`src/rtl/ps2_key_decoder.sv`:
```
// PS/2 keyboard front end: synchronizes and deglitches the PS/2 pins, receives
// 11-bit frames and folds E0/F0 prefixes into single make/break key events.
module ps2_key_decoder #(
  parameter int FILTER_LEN = 8,
  parameter int TIMEOUT    = 25000
) (
  input  logic       clk,
  input  logic       reset,
  input  logic       ps2_clk,
  input  logic       ps2_data,
  output logic [7:0] rx_byte,
  output logic       rx_valid,
  output logic       frame_err,
  output logic [7:0] key_code,
  output logic       key_ext,
  output logic       key_break,
  output logic       key_valid
);

  localparam int FW = (FILTER_LEN > 1) ? $clog2(FILTER_LEN) : 1;
  localparam int TW = (TIMEOUT > 1) ? $clog2(TIMEOUT) : 1;

  localparam logic [1:0] IDLE   = 2'd0;
  localparam logic [1:0] DATA   = 2'd1;
  localparam logic [1:0] PARITY = 2'd2;
  localparam logic [1:0] STOP   = 2'd3;

  logic          clk_s1, clk_s2, data_s1, data_s2;
  logic          clk_filt, clk_filt_d;
  logic [FW-1:0] filt_cnt;
  logic          fall;

  logic [1:0]    state;
  logic [2:0]    bit_cnt;
  logic [7:0]    shift;
  logic          par;
  logic [TW-1:0] to_cnt;

  logic          ext_flag, brk_flag;

  // Synchronizers idle high like the bus; the filtered clock only follows the
  // synchronized pin after FILTER_LEN consecutive disagreeing samples.
  always_ff @(posedge clk) begin
    if (reset) begin
      clk_s1     <= 1'b1;
      clk_s2     <= 1'b1;
      data_s1    <= 1'b1;
      data_s2    <= 1'b1;
      clk_filt   <= 1'b1;
      clk_filt_d <= 1'b1;
      filt_cnt   <= '0;
    end else begin
      clk_s1     <= ps2_clk;
      clk_s2     <= clk_s1;
      data_s1    <= ps2_data;
      data_s2    <= data_s1;
      clk_filt_d <= clk_filt;
      if (clk_s2 == clk_filt) begin
        filt_cnt <= '0;
      end else if (filt_cnt == FW'(FILTER_LEN - 1)) begin
        clk_filt <= clk_s2;
        filt_cnt <= '0;
      end else begin
        filt_cnt <= filt_cnt + 1'b1;
      end
    end
  end

  assign fall = clk_filt_d & ~clk_filt;

  // Frame receiver; the timeout counter only runs while a frame is in flight.
  always_ff @(posedge clk) begin
    if (reset) begin
      state     <= IDLE;
      bit_cnt   <= '0;
      shift     <= '0;
      par       <= 1'b0;
      to_cnt    <= '0;
      rx_byte   <= '0;
      rx_valid  <= 1'b0;
      frame_err <= 1'b0;
    end else begin
      rx_valid  <= 1'b0;
      frame_err <= 1'b0;
      if (state == IDLE) begin
        to_cnt <= '0;
        if (fall && !data_s2) begin
          state   <= DATA;
          bit_cnt <= '0;
        end
      end else if (fall) begin
        to_cnt <= '0;
        case (state)
          DATA: begin
            shift   <= {data_s2, shift[7:1]};
            bit_cnt <= bit_cnt + 1'b1;
            if (bit_cnt == 3'd7) state <= PARITY;
          end
          PARITY: begin
            par   <= data_s2;
            state <= STOP;
          end
          default: begin
            if ((^{shift, par}) && data_s2) begin
              rx_byte  <= shift;
              rx_valid <= 1'b1;
            end else begin
              frame_err <= 1'b1;
            end
            state <= IDLE;
          end
        endcase
      end else if (to_cnt == TW'(TIMEOUT - 1)) begin
        state     <= IDLE;
        frame_err <= 1'b1;
        to_cnt    <= '0;
      end else begin
        to_cnt <= to_cnt + 1'b1;
      end
    end
  end

  // Prefix bytes only arm flags; the next non-prefix byte emits the event.
  always_ff @(posedge clk) begin
    if (reset) begin
      ext_flag  <= 1'b0;
      brk_flag  <= 1'b0;
      key_code  <= '0;
      key_ext   <= 1'b0;
      key_break <= 1'b0;
      key_valid <= 1'b0;
    end else begin
      key_valid <= 1'b0;
      if (frame_err) begin
        ext_flag <= 1'b0;
        brk_flag <= 1'b0;
      end else if (rx_valid) begin
        if (rx_byte == 8'hE0) begin
          ext_flag <= 1'b1;
        end else if (rx_byte == 8'hF0) begin
          brk_flag <= 1'b1;
        end else begin
          key_valid <= 1'b1;
          key_code  <= rx_byte;
          key_ext   <= ext_flag;
          key_break <= brk_flag;
          ext_flag  <= 1'b0;
          brk_flag  <= 1'b0;
        end
      end
    end
  end

endmodule

```
`config.mk`:
```
export PLATFORM = sky130hd
export DESIGN_NAME = ps2_key_decoder
export DESIGN_NICKNAME = d
export VERILOG_FILES = /design/src/rtl/ps2_key_decoder.sv
export SDC_FILE = /design/constraint.sdc
export NUM_CORES = 1
export LEC_CHECK = 0
export ABC_CLOCK_PERIOD_IN_PS = 1900
export BUFFER_PORTS_ARGS = -buffer_cell sky130_fd_sc_hd__buf_2
export CORE_UTILIZATION = 61
export CTS_BUF_LIST = sky130_fd_sc_hd__clkbuf_8
export DETAILED_ROUTE_END_ITERATION = 7
export GPL_TIMING_DRIVEN = 0
export PLACE_DENSITY = 0.82
export SYNTH_ARGS = -nofsm -noshare
export SYNTH_HDL_FRONTEND = slang
export SYNTH_SLANG_ARGS = --single-unit
export TNS_END_PERCENT = 1
```
`constraint.sdc`:
```
create_clock -name clk -period 1.9 [get_ports clk]
set_input_delay 0.285 -clock clk [delete_from_list [all_inputs] [get_ports clk]]
set_output_delay 0.285 -clock clk [all_outputs]
set_load 0.01 [all_outputs]
```
Word level (Yosys, flattened, before mapping)
Cells that the tools add are included.
{ "op_classes": {"addsub": 3, "reduce_logical": 24, "n_bitwise": 10, "mux": 19, "n_eq_ne": 11} }
{ "op_table": {"columns": ["cell", "n"], "rows": [
  ["equality test 8 bit, second input constant", 2],
  ["adder 15 x 1 -> 15 bit, second input constant", 1],
  ["equality test 15 bit, second input constant", 1],
  ["two-way mux 3 bit", 4],
  ["AND reduction 3 bit", 4],
  ["two-way mux 2 bit", 5],
  ["two-way mux 1 bit", 9],
  ["NOT 1 bit", 9],
  ["parity 9 bit", 1],
  ["AND reduction 4 bit", 2],
  ["OR reduction 4 bit", 2],
  ["adder 3 x 1 -> 3 bit, second input constant", 2],
  ["equality test 3 bit, second input constant", 2],
  ["AND reduction 2 bit", 3],
  ["OR reduction 2 bit", 3],
  ["OR reduction 5 bit", 1],
  ["inequality test 4 bit, second input constant", 1],
  ["case mux 2 bit (2 select lines)", 1],
  ["nonzero test 2 bit", 2],
  ["nonzero test 3 bit", 1],
  ["OR reduction 3 bit", 1],
  ["equality test 2 x 1 -> 1 bit, second input constant", 1],
  ["equality test 2 bit, second input constant", 1],
  ["logical AND 1 bit", 2],
  ["other kinds (6)", 6]
]} }
{ "word_totals": {"register_bits": 61, "output_inout_bits": 21} }

Logic depth before layout (Yosys ltp)
Gate-level depths: netlist (run 1).
{ "logic_depth": {"word_depth": 5, "ltp_mapped": 8, "depth_no_buf": 7} }

Worst setup path before layout (run 1)
Ideal clock, no wire load.
{ "synth_path": {"path_type": "register to register", "startpoint": "reg to_cnt[3]", "endpoint": "reg to_cnt[10]", "synth_period_minus_slack_ps": 1729, "path_stages_with_launch": 7, "required_ps": 1783, "slack_ps": 171, "n_path_buf": 1, "arrival_time_ps": 1611, "setup_ps": 117, "path_cell_list": "dfxtp_1 > or4_1 > nor4_4 > nor2_1 > nand2_1 > buf_2 > nor2_1"} }
{ "synth_via": {"elab_chain_cells": 2, "elab_cells_between_ends": 3, "cone_classes": "add/sub: 1; eq/ne: 1; reduce/logical: 1"} }
{ "synth_rtl": {"columns": ["item", "line_no", "source"], "rows": [
  ["from (decl)", "37", "logic [TW-1:0] to_cnt;"],
  ["from (signal assigned)", "118", "to_cnt <= to_cnt + 1'b1;"],
  ["parallel branches: the longest is 2 deep, another holds adder 15 x 1 -> 15 bit", null, null]
]} }
Parallel ways; which one is timed is not known.
A chain may end at the register's enable or synchronous reset.

Final worst setup path (run 1)
{ "layout_path": {"startpoint": "reg shift[0]", "endpoint": "reg rx_byte[7]"} }
{ "layout_via": {"elab_chain_cells": 3} }
{ "layout_rtl": {"columns": ["item", "line_no", "source"], "rows": [
  ["from (decl)", "35", "logic [7:0] shift;"],
  ["from (signal assigned)", "95", "shift <= {data_s2, shift[7:1]};"],
  ["parity 9 bit", "104", "if ((^{shift, par}) && data_s2) begin"],
  ["logical AND 1 bit", "104", null],
  ["AND reduction 4 bit (no line)", null, null],
  ["to (signal assigned)", "105", "rx_byte <= shift;"],
  ["to (decl)", "11", "output logic [7:0] rx_byte,"]
]} }
No other way between the ends.

==> results of run 1 <==
-- logic make-up after synthesis --
family                     after synthesis
DFF                                     61
xor gates and xnor gates                20
and+or+nand+nor                        122
muxes                                   22
AOI/OAI and AO/OA                       23
buffers and inverters                   17
adders and majority gates               10
-- path summary, 6_finish.rpt --
path                                       startpoint                 endpoint  slack (ns)  cells past startpoint
worst max-delay path            shift[0]$_SDFFE_PP0P_  rx_byte[7]$_SDFFE_PP0P_        0.03                      6
worst min-delay path                          ps2_clk        clk_s1$_SDFF_PP1_        0.13                      2
worst max register to register  shift[0]$_SDFFE_PP0P_  rx_byte[7]$_SDFFE_PP0P_        0.03                      6
worst min register to register      clk_s1$_SDFF_PP1_        clk_s2$_SDFF_PP1_        0.41                      1
-- through the flow --
step	setup TNS (ns)	power [mW]	hold slack, ns	utilization [%]	std cells
global placement	-0.548	1.34	0.392	68.1	348
detailed placement	-0.769	1.34	0.402	68.1	348
global route	-0.618	2.58	0.116	74.4	365
floorplan	0	1.33	0.389	-	275
CTS	0	2.52	0.113	73.9	365
finish	0	2.51	0.127	74.4	365
-- state kept, by name (all words and copies together) (netlist names), 2 cells and up --
name      cells
rx_byte       8
to_cnt       15
state         2
filt_cnt      3
bit_cnt       3
key_code      8
shift         8
-- metal layers --
metal | global-route usage [%] | wire (µm)
met4 | 16.0 | 121
met3 | 7.02 | 202
met2 | 41.2 | 2490
met5 | 0 | 0
met1 | 26.4 | 2170
-- cell type report --
| type | instances | area, µm² | share of cell area, % |
|---|---|---|---|
| Clock inverter | 4 | 46.3 | 1.54 |
| Inverter | 7 | 26.3 | 0.876 |
| Tap cell | 50 | 62.6 | 2.09 |
| Sequential cell | 61 | 1230 | 40.9 |
| Multi-Input combinational cell | 197 | 1300 | 43.3 |
| Clock buffer | 12 | 165 | 5.51 |
| Buffer | 10 | 50.0 | 1.67 |
| Timing Repair Buffer | 24 | 123 | 4.09 |
-- synthesized netlist by cell type (2+ instances only) --
cell type | number | area (µm²)
a21oi_1 | 13 | 65.1
ha_1 | 10 | 125
nand2_1 | 30 | 113
nand4_1 | 5 | 31.3
o21ai_0 | 2 | 10.0
nor2b_1 | 2 | 12.5
nor2_1 | 50 | 188
dfxtp_1 | 61 | 1220
mux2i_1 | 20 | 200
or2_2 | 5 | 31.3
nand3_1 | 7 | 35.0
and3_1 | 4 | 25.0
inv_1 | 7 | 26.3
a22oi_1 | 2 | 15.0
xor2_1 | 3 | 26.3
nor3_1 | 9 | 45.0
xnor2_1 | 14 | 123
xnor3_1 | 2 | 45.0
and2_1 | 2 | 12.5
clkbuf_1 | 8 | 30.0
-- timing repair --
item,CTS,global route
pin swaps,1,3
buffers inserted,1,0
endpoints found under the setup margin,11,40
resized for setup,4,10
-- power by group through the flow --
stage               clock, mW  combinational (mW)  sequential (mW)
floorplan                   0              0.0206             1.31
global placement            0              0.0305             1.31
detailed placement          0              0.0306             1.31
CTS                      1.21              0.0311             1.28
global route             1.26              0.0340             1.28
finish                   1.19              0.0312             1.28
-- critical path, cell delays in order, from the launching register on --
cell     delay, ns
dfxtp_1       0.38
xor2_1        0.16
xnor3_1       0.46
mux2_2        0.24
buf_4         0.19
mux2i_1       0.24
nor2_1        0.07
==> flow_summary.toml, run 1 <==
[synthesis]
synth_top_family_by_area = "simple AND/OR/NAND/NOR gates"
synth_seq_cells = 61
synthesis.nets = 289
yosys.area_share.simple_pct = 22.3
syn_inst = 275
synth_xor_xnor_area_share_pct = 8.49
mappedNetlistArea_mm2 = 0.00256
synth_compound_area_share_pct = 5.32
avgSynthCellArea_um2 = 9.33
synth_seq_area_share_pct = 47.6
yosys_warnings = 0
synth_edf_count = 0
ys_types = 39
synthAdderAreaFrac_pct = 4.88
synth_mux_area_share_pct = 8.68
synth-main-ff-cell = "dfxtp_1"
async_flop_share_pct = 0

[pwr]
powerDensity_mw_per_mm2 = 837
p_int_mw = 2.00
p_seq_share_pct = 51.2
switching_share_pct = 20.4
vdd_drop_max_uv = 622
p_leak_nw = 1.21
p_comb_share_pct = 1.2
pwr-share-clk_pct = 47.6
p_switching_uw = 513

[sta]
fin_crit_ns = 1.87
relSlewSlack_pct = 53.6
setup_viol = 0
worst_slew_pin_slew_ns = 0.695
rsz0062_at_grt = "true"
drv_slew = 0
skew_ns = 0.00631
setup_ws_ns = 0.0301
clock.fmax_mhz = 535
hold_viol = 0
fin_crit_sh_pct = 98.4

[die]
die_height_um = 66.8
ios = 25
fp-row-count = 23
core-area_mm2 = 0.00403
die_w_um = 66.8
initial_utilization_pct = 63.7
die_area_mm2 = 0.00447

[detailed_routing]
ant_nets = 0
post-route-drc-count = 0
num_vias = 1983
first_pass_iters = 4
drt_iter0_markers = 82
routed_wl_um = 4980
drt-vias-per-instance = 5.43
post_drt_wl_per_cell_um = 13.7

[clock_network]
ctsHoldBuffers = 0
clk_pin_slew_ns = 0.06
clk_latency_ns = 0.34
tritoncts = "done"
clkSinkCount = 61
cts_root_buf = "clkbuf_8"
numCtsBuffers = 9
clock_path_buffers = 2
h-tree-depth = 3

[finish]
final_layout_size_suffix_gt1_share_pct = 19.4
antenna_cells = 0
area_delta_synth_final_pct = 16.9
layout_commonest_cell = "dfxtp_1"
fillers = 319
mostFrequentLayoutCells = "dfxtp_1 (57), nor2_1 (49), nand2_1 (29)"
fin_area_mm2 = 0.00300
final_nets = 324

[place]
dp_slack_ns = -0.0833
hpwlAfterDp_um = 3260
port_buffers = 23
place_area_mm2 = 0.00274
gpl.final_weighted_congestion = 0.803

[global_routing]
grt_pass1_wl_um = 7710
grt_max_degree = 11
grt_pass1_vias = 1754
antenna_found_initial = 0
grt_use_total_pct = 24.4
grt_overflow = 0

[critical_path]
crit_type = "flop to flop"
crit_required_ns = 2.11
cp-end-kind = "flop"
critPathLaunchType = "flop"
arrival_ns = 2.08
crit_fanout = 8

[worst_hold_path]
hp-class = "input pin to flop"

[outcome]
outcome = "finished clean"

[flow_run]
maxCapViolCount = 0
No activity file was read; power rests on OpenSTA's default activity.
==> run 2, diff against run 1 <==
--- a/config.mk
+++ b/config.mk
@@ -6,12 +6,12 @@
 export NUM_CORES = 1
 export LEC_CHECK = 0
 export ABC_CLOCK_PERIOD_IN_PS = 1900
-export BUFFER_PORTS_ARGS = -buffer_cell sky130_fd_sc_hd__buf_2
-export CORE_UTILIZATION = 61
+export CORE_UTILIZATION = 65
 export CTS_BUF_LIST = sky130_fd_sc_hd__clkbuf_8
 export DETAILED_ROUTE_END_ITERATION = 7
+export DONT_BUFFER_PORTS = 1
 export GPL_TIMING_DRIVEN = 0
-export PLACE_DENSITY = 0.82
+export PLACE_DENSITY = 0.81
 export SYNTH_ARGS = -nofsm -noshare
 export SYNTH_HDL_FRONTEND = slang
 export SYNTH_SLANG_ARGS = --single-unit
==> flow_summary.toml, run 2 (synthesis gave the netlist of run 1 again) <==
[outcome]
outcome = "finished clean"

[finish]
fillers = 254
mostFrequentLayoutCells = "dfxtp_1 (56), nor2_1 (50), nand2_1 (29)"
regMostFlops = "to_cnt"
area_delta_synth_final_pct = 13.6
antenna_cells = 0
final_core_util_pct = 78.4
largest_reg_flops = 15
final_nets = 302
final_layout_size_suffix_gt1_share_pct = 14.7
multi_input_area_mm2 = 0.00131
layout_commonest_cell = "dfxtp_1"
seqCellArea_mm2 = 0.00123

[critical_path]
cp-end-kind = "flop"
arrival_ns = 2.12
crit_type = "flop to flop"
crit_required_ns = 2.17
critPathLaunchType = "flop"
crit_fanout = 4

[sta]
setup_viol = 0
tns_ns = 0
hold_viol = 0
skew_ns = 0.00512
worst_slew_pin_slew_ns = 0.661
rsz0062_at_grt = "true"
clock.fmax_mhz = 542
fin_crit_ns = 1.85
fin_crit_sh_pct = 97.1
relSlewSlack_pct = 55.9
hold_ws_ns = 0.0492
setup_ws_ns = 0.0543
drv_slew = 0

[place]
hpwlAfterDp_um = 3210
port_buffers = 0
gpl.final_weighted_congestion = 0.852
dp_slack_ns = -0.0726

[die]
fp-row-count = 22
ios = 25
die_w_um = 64.8
initial_utilization_pct = 69.0
die_area_mm2 = 0.00420
core-area_mm2 = 0.00372
die_height_um = 64.8

[clock_network]
numCtsBuffers = 9
cts_root_buf = "clkbuf_8"
clkSinkCount = 61
tritoncts = "done"
clock_path_buffers = 2
clk_latency_ns = 0.34
clk_pin_slew_ns = 0.07
ctsHoldBuffers = 0
h-tree-depth = 3

[global_routing]
grt_use_total_pct = 25.8
grt_max_degree = 11
grt_pass1_wl_um = 8010
grt_overflow = 0
grt_pass1_vias = 1851
antenna_found_initial = 0

[flow_run]
maxCapViolCount = 0

[pwr]
powerDensity_mw_per_mm2 = 891
p_leak_nw = 1.10
vdd_drop_max_uv = 730

[detailed_routing]
drt-vias-per-instance = 5.57
drt_iter0_markers = 131
first_pass_iters = 5
post_drt_wl_per_cell_um = 13.9
post-route-drc-count = 0
routed_wl_um = 4740
ant_nets = 0
num_vias = 1899

[worst_hold_path]
hp-class = "input pin to flop"
run 2: layer usage:
metal	vias up	part of all wire [%]	global-route usage [%]
met5	-	0	0
met4	0	3.3	18.3
met3	17	3.1	5.63
met2	34	50	43.9
met1	893	44	28.2
li1	955	-	-
run 2: stage by stage:
stage          std cells  total power [mW]  cell area [µm²]
4_1_cts              339              2.62             2870
6_report             341              2.60             2910
5_1_grt              341              2.69             2910
2_1_floorplan        275              1.33             2560
3_3_place_gp         323              1.34             2630
3_5_place_dp         323              1.34             2630
run 2: report_power, final:
| group | internal, mW | switching [mW] | leakage (nW) |
|---|---|---|---|
| registers | 1.28 | 0.00146 | 0.495 |
| logic | 0.00718 | 0.0217 | 0.490 |
| clock network | 0.801 | 0.484 | 0.121 |
| total | 2.09 | 0.507 | 1.10 |
run 2: repair_timing:
item	4_1_cts	5_1_grt
gates resized for setup	4	13
pin swaps	1	4
setup buffers	0	3
endpoints found under the setup margin	11	26
run 2: final timing paths:
check / endpoint / slack, ns / cells after the start / start
min: clk_s1$_SDFF_PP1_ / 0.05 / 1 / ps2_clk
max reg2reg: state[1]$_SDFFE_PP0P_ / 0.05 / 5 / to_cnt[6]$_SDFF_PP0_
max: state[1]$_SDFFE_PP0P_ / 0.05 / 5 / to_cnt[6]$_SDFF_PP0_
min reg2reg: data_s2$_SDFF_PP1_ / 0.41 / 1 / data_s1$_SDFF_PP1_
run 2: critical path: stages, from the launching register on:
cell and delay [ns]:
dfxtp_2 0.34, or4b_4 0.55, nor4_4 0.39, a21oi_2 0.11, mux2_4 0.31, nor2_1 0.08
run 2: layout make-up:
type	count	share of cell area, %
plain buffers	9	1.59
clock buffers	11	5.20
clock inverters	5	2.53
inverters	7	0.902
multi-input cells	197	44.8
flip-flops and latches	61	42.1
well taps	48	2.06
repair buffers	3	0.773
==> run 3, diff against run 2 <==
--- a/config.mk
+++ b/config.mk
@@ -6,12 +6,12 @@
 export NUM_CORES = 1
 export LEC_CHECK = 0
 export ABC_CLOCK_PERIOD_IN_PS = 1900
-export CORE_UTILIZATION = 65
+export CORE_UTILIZATION = 35
 export CTS_BUF_LIST = sky130_fd_sc_hd__clkbuf_8
 export DETAILED_ROUTE_END_ITERATION = 7
 export DONT_BUFFER_PORTS = 1
 export GPL_TIMING_DRIVEN = 0
-export PLACE_DENSITY = 0.81
+export PLACE_DENSITY = 0.49
 export SYNTH_ARGS = -nofsm -noshare
 export SYNTH_HDL_FRONTEND = slang
 export SYNTH_SLANG_ARGS = --single-unit
==> flow_summary.toml, run 3 (synthesis gave the netlist of run 1 again) <==
[global_routing]
grt_use_total_pct = 14.1
antenna_found_initial = 0
grt_overflow = 0
grt_max_degree = 11
grt_pass1_wl_um = 8120
grt_pass1_vias = 1740

[finish]
layout_commonest_cell = "dfxtp_1"
mostFrequentLayoutCells = "dfxtp_1 (58), nor2_1 (49), nand2_1 (29)"
largest_reg_flops = 15
antenna_cells = 0
area_delta_synth_final_pct = 13.8
final_nets = 301
final_core_util_pct = 42.0
final_layout_size_suffix_gt1_share_pct = 12.4
regMostFlops = "to_cnt"

[worst_hold_path]
hp-class = "input pin to flop"

[detailed_routing]
num_vias = 1826
post-route-drc-count = 0
routed_wl_um = 4880
first_pass_iters = 4
ant_nets = 0
drt-vias-per-instance = 4.72
drt_iter0_markers = 56
post_drt_wl_per_cell_um = 12.6

[pwr]
powerDensity_mw_per_mm2 = 802
vdd_drop_max_uv = 410
p_int_mw = 1.85
power_mw = 2.34
p_leak_nw = 1.08
p_seq_share_pct = 54.9
p_comb_share_pct = 1.3
pwr-share-clk_pct = 43.8
switching_share_pct = 20.9
p_switching_uw = 489

[critical_path]
cp_top_family = "simple AND/OR/NAND/NOR gates"
cp-end-kind = "flop"
critPathLaunchType = "flop"
cpPeakStageDelay_ns = 0.55
crit_fanout = 6
arrival_ns = 2.10
cp_slowest_cell = "or4_4"
crit_type = "flop to flop"
path_cells = "or4_4 -> nor4_4 -> a21oi_1 -> mux2_1 -> nor2_1"
crit_required_ns = 2.17
worst-path-buf-inv = 0

[sta]
setup_viol = 0
tns_ns = 0
rsz0062_at_grt = "false"
hold_viol = 0
relSlewSlack_pct = 59.4
fin_crit_sh_pct = 96.5
fin_crit_ns = 1.83
worst_slew_pin_slew_ns = 0.610
skew_ns = 0.00720
clock.fmax_mhz = 546
hold_ws_ns = 0.0509
drv_slew = 0

[die]
fp-row-count = 30
die_height_um = 87.6
die_w_um = 87.6
die_area_mm2 = 0.00767
ios = 25
initial_utilization_pct = 36.9
core-area_mm2 = 0.00694

[clock_network]
cts_root_buf = "clkbuf_8"
clk_pin_slew_ns = 0.06
clkSinkCount = 61
h-tree-depth = 3
clock_path_buffers = 2
numCtsBuffers = 9
ctsHoldBuffers = 0
clk_latency_ns = 0.34
tritoncts = "done"

[place]
gpl.final_weighted_congestion = 0.763
hpwlAfterDp_um = 3310
port_buffers = 0

[outcome]
outcome = "finished clean"

[flow_run]
maxCapViolCount = 0
[run 3: cell types whose count changed in the layout (fill, tap and decap cells not counted), moves of 2 or more]
| cell | previous run | this run |
|---|---|---|
| buf_4 | 4 | 2 |
| dfxtp_2 | 5 | 3 |
| dfxtp_1 | 56 | 58 |
| bufinv_16 | 2 | 0 |
[run 3: layout make-up]
class	count	area (µm²)
clock inverters	3	12.5
inverters	7	26.3
repair buffers	2	15.0
plain buffers	9	50.0
multi-input cells	197	1300
fillers	698	4030
flip-flops and latches	61	1220
clock buffers	12	165
well taps	96	120
[run 3: worst paths after layout]
| path | startpoint | cells after the start | slack [ns] | end |
|---|---|---|---|---|
| setup / recovery | to_cnt[3]$_SDFF_PP0_ | 5 | 0.07 | state[1]$_SDFFE_PP0P_ |
| hold / removal | ps2_clk | 1 | 0.05 | clk_s1$_SDFF_PP1_ |
| setup reg to reg | to_cnt[3]$_SDFF_PP0_ | 5 | 0.07 | state[1]$_SDFFE_PP0P_ |
| hold reg to reg | data_s1$_SDFF_PP1_ | 1 | 0.41 | data_s2$_SDFF_PP1_ |
[run 3: repair_timing]
item | in CTS | in global routing
pin swaps | 0 | 2
resized for setup | 5 | 9
setup endpoints to repair | 28 | 34
setup buffers | 0 | 2
hold endpoints to repair | 0 | 0
[run 3: worst register-to-register path, stage by stage, from the launching register on]
cell	delay, ns
dfxtp_2	0.35
or4_4	0.55
nor4_4	0.34
a21oi_1	0.13
mux2_1	0.32
nor2_1	0.07
[run 3: power groups by stage]
| stage | logic [mW] | registers (mW) | clock network (mW) |
|---|---|---|---|
| 4_1_cts | 0.0316 | 1.28 | 1.07 |
| 6_report | 0.0304 | 1.28 | 1.03 |
| 2_1_floorplan | 0.0206 | 1.31 | 0 |
| 3_5_place_dp | 0.0315 | 1.31 | 0 |
| 5_1_grt | 0.0343 | 1.28 | 1.12 |
| 3_3_place_gp | 0.0314 | 1.31 | 0 |
[run 3: stage by stage]
stage / instances / cell area (µm²) / setup WS, ns
after floorplan: 275 / 2560 / 0.171
after global placement: 371 / 2690 / -0.122
after detailed placement: 371 / 2690 / -0.101
after CTS: 386 / 2880 / 0.00255
after global routing: 387 / 2920 / 0.00953
final: 387 / 2920 / 0.0671
[run 3: layer usage]
layer | up-vias | track usage, % | share of wire (%)
li1 | 948 | - | -
met1 | 836 | 16.9 | 48
met2 | 33 | 23.0 | 46
met3 | 9 | 4.90 | 4.7
met4 | 0 | 6.26 | 1.4
met5 | - | 0 | 0
